[config.mk]
export PLATFORM = sky130hd
export DESIGN_NAME = trace_lane_arbiter
export DESIGN_NICKNAME = d
export VERILOG_FILES = /design/src/rtl/trace_lane_arbiter.sv
export SDC_FILE = /design/constraint.sdc
export NUM_CORES = 2
export LEC_CHECK = 0
export ABC_AREA = 1
export CORE_MARGIN = 3
export CORE_UTILIZATION = 60
export CTS_BUF_LIST = sky130_fd_sc_hd__clkbuf_2
export DETAILED_ROUTE_END_ITERATION = 7
export PLACE_DENSITY = 0.88
export SLEW_MARGIN = 20
export SYNTH_ARGS = -nofsm -noshare
export SYNTH_HDL_FRONTEND = slang
export SYNTH_SLANG_ARGS = --single-unit
export TNS_END_PERCENT = 100
[constraint.sdc]
create_clock -name clock -period 12.53 [get_ports clock]
set_clock_uncertainty 0.1 [all_clocks]
set_input_delay 1.8795 -clock clock [delete_from_list [all_inputs] [get_ports clock]]
set_output_delay 1.8795 -clock clock [all_outputs]
set_load 0.005 [all_outputs]
[src/rtl/trace_lane_arbiter.sv]
// trace_lane_arbiter: buffers two retirement-trace lanes in FIFOs and merges them round-robin onto one valid/ready sink
module trace_lane_arbiter #(
   parameter int DEPTH = 4,
   parameter int CNT_W = 16
) (
   input  logic                      clock,
   input  logic                      reset,
   input  logic                      enable,
   input  logic                      clear_drops,
   input  logic                      in_0_valid,
   input  logic [39:0]               in_0_iaddr,
   input  logic [31:0]               in_0_insn,
   input  logic [2:0]                in_0_priv,
   input  logic                      in_0_exception,
   input  logic                      in_0_interrupt,
   input  logic [63:0]               in_0_cause,
   input  logic [39:0]               in_0_tval,
   input  logic                      in_1_valid,
   input  logic [39:0]               in_1_iaddr,
   input  logic [31:0]               in_1_insn,
   input  logic [2:0]                in_1_priv,
   input  logic                      in_1_exception,
   input  logic                      in_1_interrupt,
   input  logic [63:0]               in_1_cause,
   input  logic [39:0]               in_1_tval,
   output logic                      out_valid,
   input  logic                      out_ready,
   output logic                      out_lane,
   output logic [39:0]               out_iaddr,
   output logic [31:0]               out_insn,
   output logic [2:0]                out_priv,
   output logic                      out_exception,
   output logic                      out_interrupt,
   output logic [63:0]               out_cause,
   output logic [39:0]               out_tval,
   output logic [$clog2(DEPTH):0]    occ_0,
   output logic [$clog2(DEPTH):0]    occ_1,
   output logic [CNT_W-1:0]          drops_0,
   output logic [CNT_W-1:0]          drops_1
);
   localparam int AW = $clog2(DEPTH);
   localparam int DW = 181;
   logic [DW-1:0]    in_pkt [2];
   logic [DW-1:0]    mem [2][DEPTH];
   logic [AW-1:0]    wp [2];
   logic [AW-1:0]    rp [2];
   logic [AW:0]      occ [2];
   logic [CNT_W-1:0] drops [2];
   logic [1:0]       in_v, ne, full, push, drop, pop;
   logic             lock, lock_lane, last_grant, grant;
   assign in_pkt[0] = {in_0_iaddr, in_0_insn, in_0_priv, in_0_exception, in_0_interrupt, in_0_cause, in_0_tval};
   assign in_pkt[1] = {in_1_iaddr, in_1_insn, in_1_priv, in_1_exception, in_1_interrupt, in_1_cause, in_1_tval};
   assign in_v      = {in_1_valid, in_0_valid};
   assign occ_0     = occ[0];
   assign occ_1     = occ[1];
   assign drops_0   = drops[0];
   assign drops_1   = drops[1];
   // fullness from start-of-cycle occupancy; grant is frozen while locked, otherwise round-robin
   always_comb begin
      ne        = {occ[1] != '0, occ[0] != '0};
      full      = {occ[1] == (AW+1)'(DEPTH), occ[0] == (AW+1)'(DEPTH)};
      push      = in_v & {2{enable}} & ~full;
      drop      = in_v & {2{enable}} & full;
      grant     = lock ? lock_lane : (&ne) ? ~last_grant : ne[1];
      out_valid = lock | (|ne);
      out_lane  = grant;
      pop       = (out_valid & out_ready) ? (grant ? 2'b10 : 2'b01) : 2'b00;
      {out_iaddr, out_insn, out_priv, out_exception, out_interrupt, out_cause, out_tval} = mem[grant][rp[grant]];
   end
   // FIFO storage needs no reset; stale entries are unreachable once pointers clear
   always_ff @(posedge clock) begin
      for (int n = 0; n < 2; n++)
         if (push[n]) mem[n][wp[n]] <= in_pkt[n];
   end
   // pointers, occupancy, saturating drop counters and arbitration state
   always_ff @(posedge clock) begin
      if (!reset) begin
         for (int n = 0; n < 2; n++) begin
            wp[n]    <= '0;
            rp[n]    <= '0;
            occ[n]   <= '0;
            drops[n] <= '0;
         end
         lock       <= 1'b0;
         lock_lane  <= 1'b0;
         last_grant <= 1'b1;
      end else begin
         for (int n = 0; n < 2; n++) begin
            if (push[n]) wp[n] <= wp[n] + AW'(1);
            if (pop[n]) rp[n] <= rp[n] + AW'(1);
            occ[n]   <= occ[n] + (AW+1)'(push[n]) - (AW+1)'(pop[n]);
            drops[n] <= clear_drops ? '0 : (drop[n] && !(&drops[n])) ? drops[n] + CNT_W'(1) : drops[n];
         end
         if (out_valid && out_ready) begin
            lock       <= 1'b0;
            last_grant <= grant;
         end else if (out_valid) begin
            lock      <= 1'b1;
            lock_lane <= grant;
         end
      end
   end
endmodule
==> impl_metrics.env <==
export IMPL_status="complete, no violations"
export IMPL_rsz0062_at_grt="no"
export IMPL_track_usage_pct=30.3
export IMPL_routedWlPerCell_um=20.1
export IMPL_vias_per_cell=5.66
export IMPL_post_cts_setup_buffers=0
export IMPL_dieWidth_um=331
export IMPL_ys_warn_count=0
export IMPL_rows=118
export IMPL_coreArea_um2=104000
export IMPL_fmax_mhz=106
export IMPL_final_common_cell="nand2_1"
export IMPL_cts_tree="done"
export IMPL_post_dp_hpwl_mm=93.5
export IMPL_gp_congestion=0.904
export IMPL_cts_resized=0
export IMPL_cpPeakStageDelay_ns=0.91
export IMPL_slew_headroom_pct=10.6
export IMPL_synthesis_area_um2=63300
export IMPL_use_met1_pct=37.5
export IMPL_clk_pin_slew_ns=0.12
export IMPL_clock_latency_ns=1.59
export IMPL_postSynthNetCount=6426
export IMPL_vias=47400
export IMPL_nFillCells=6945
export IMPL_drc=0
export IMPL_drive_gt1_share_pct=8.90
export IMPL_drv_slew=0
export IMPL_ioPinCount=590
export IMPL_root_buffer="clkbuf_2"
export IMPL_drtPass1Iterations=6
export IMPL_clock_sinks=1497
export IMPL_setup_tns_ns=0
export IMPL_max_cap_violations=0
export IMPL_fin_crit_sh_pct=75.0
export IMPL_cts_path_max_buffers=4
export IMPL_worstSetupStartpointType="register"
export IMPL_design_area_um2=73100
export IMPL_syn_inst=6041
export IMPL_avgSynthCellArea_um2=10.5
export IMPL_required_ns=10.55
export IMPL_final_nets=7070
export IMPL_finalSetupViolCount=0
export IMPL_crit_arrival_ns=7.42
export IMPL_cts_buffers=369
export IMPL_die_area_um2=109000
export IMPL_crit_chain="nor2_2 > nand2_1 > nand2_8 > nand3_4 > buf_4 > nand2_1 > nand2_4 > buf_12 > buf_4 > nand2_1 > nand2_1 > nand2_1 > nand2_1 > clkdlybuf4s50_1"
export IMPL_grt_busiest_layer="met2"
export IMPL_h_tree_depth=5
export IMPL_holdCritPathClass="reg -> reg"
export IMPL_synth_top_cell_area_share_pct=69.1
export IMPL_yosys_area_top_type="edfxtp_1"
export IMPL_die_y_um=331
export IMPL_io_buffers=589
export IMPL_grt_overflow=0
export IMPL_globalRouteMet2Util_pct=49.3
export IMPL_path_class="reg -> out"
export IMPL_ff2ff_setup_slack_ns=8.43
export IMPL_seq_area_frac_synth_pct=70.4
export IMPL_grt_max_degree=261
export IMPL_max_vdd_ir_drop_v=0.000395
export IMPL_cellPowerDensity_nw_per_um2=253
export IMPL_path_max_fanout=204
export IMPL_grt_use_met3_pct=6.66
export IMPL_cts_hold_buf=0
export IMPL_power_leakage_nw=30.2
export IMPL_mostFrequentLayoutCells="nand2_1 (3,195), edfxtp_1 (1,456), nand3_1 (742), clkdlybuf4s50_1 (589), clkbuf_2 (518)"
export IMPL_crit_path_end_kind="output port"
export IMPL_report_final_hold_viol_count=0
export IMPL_routed_wl_mm=168
export IMPL_ys_seq_elements=1497
export IMPL_critPathTopFamily="buffers and inverters"
export IMPL_grt_pass1_wl_mm=254
export IMPL_first_global_vias=46500
export IMPL_synth_area_leaders="edfxtp_1 (69%), nand2_1 (19%), nand3_1 (5.9%)"
export IMPL_cp_slowest_cell="buf_4"
export IMPL_area_delta_synth_final_pct=15.5
export IMPL_start_util_pct=60.8
export IMPL_cpMostUsedCell="nand2_1"
export IMPL_place_area_um2=69800
export IMPL_ant_nets=0
export IMPL_cp_buffers_inverters=4
export IMPL_antenna_found_initial=60
export IMPL_fin_ws_ns=3.13
export IMPL_tightest_slew_ns=1.34
export IMPL_min_period_ns=9.40
export IMPL_synth_cell_type_count=30
export IMPL_place_ws_ns=4.32
export IMPL_drtIter0Drc=6021
final cells by class:
type / instances / area, um2 / area share (%)
Sequential cell: 1497 / 44500 / 60.9
Multi-Input combinational cell: 4108 / 16900 / 23.1
Timing Repair Buffer: 640 / 6460 / 8.83
Clock buffer: 518 / 2590 / 3.55
Tap cell: 1380 / 1730 / 2.36
Clock inverter: 90 / 504 / 0.690
Inverter: 69 / 267 / 0.364
Antenna cell: 66 / 165 / 0.226
through the flow:
stage | util, % | instances | power, W | hold slack, ns
6_report | 70.2 | 8368 | 0.0185 | 0.380
5_1_grt | 70.2 | 8353 | 0.0198 | 0.400
4_1_cts | 70.0 | 8300 | 0.0185 | 0.374
3_5_place_dp | 67.0 | 7692 | 0.0154 | 0.354
3_3_place_gp | 67.0 | 7692 | 0.0151 | 0.357
2_1_floorplan | - | 6041 | 0.0118 | 0.333
routing by layer:
metal	vias to the layer above	routed length, um	part of all wire, %
li1	21700	-	-
met1	22100	59300	35
met2	2954	82900	49
met3	528	17600	10
met4	12	8050	4.8
met5	-	94	0.056
registers in the layout, indices dropped and copies added (netlist names):
| signal | count |
|---|---|
| occ | 6 |
| last_grant | 1 |
| wp | 4 |
| lock | 1 |
| drops | 32 |
| lock_lane | 1 |
| mem | 1448 |
| rp | 4 |
tightest hold or removal path, stage by stage (launching register included):
cell     delay (ns)
dfxtp_1        0.33
nand2_1        0.06
a21oi_1        0.05
report_power, final:
part	switching (W)	total, W	internal (W)	leakage [nW]
registers	0.0000655	0.00581	0.00575	13.5
clock network	0.00184	0.00305	0.00120	2.41
logic	0.00628	0.00967	0.00339	14.2
total	0.00819	0.0185	0.0103	30.2
Yosys cell counts:
master,number
a21oi_1,31
a21oi_2,1
and2_1,3
buf_1,16
buf_2,201
buf_4,2
buf_6,15
clkbuf_1,133
clkinv_1,1
dfxtp_1,41
edfxtp_1,1456
fa_1,2
ha_1,14
inv_1,67
inv_2,1
nand2_1,3197
nand2_2,1
nand3_1,742
nand3_2,1
nand3b_1,1
nand4_1,8
nor2_1,62
nor2_2,2
nor3_1,8
o21ai_0,7
o21ai_2,1
o21bai_1,1
o21bai_2,1
xnor2_1,8
xor2_1,17
kinds of logic (layout without fill, tap and decap cells):
logic type / after synthesis / in the layout / synth area share, %
AO/OA/AOI/OAI: 42 / 42 / 0.358
XOR/XNOR: 25 / 25 / 0.346
adder cells (fa/ha/maj): 16 / 16 / 0.340
buffers and inverters: 436 / 1317 / 3.17
flip-flops: 1497 / 1497 / 70.4
other: 0 / 66 / 0
AND/OR/NAND/NOR: 4025 / 4025 / 25.4
path summary, 6_finish.rpt:
path / from / to / cells after the start
max: occ[0][1] / out_cause[53] / 14
min: lock_lane / lock_lane / 2
max reg2reg: occ[0][1] / mem[0][684] / 6
min reg2reg: lock_lane / lock_lane / 2
Power figures use the tool's default switching activity.
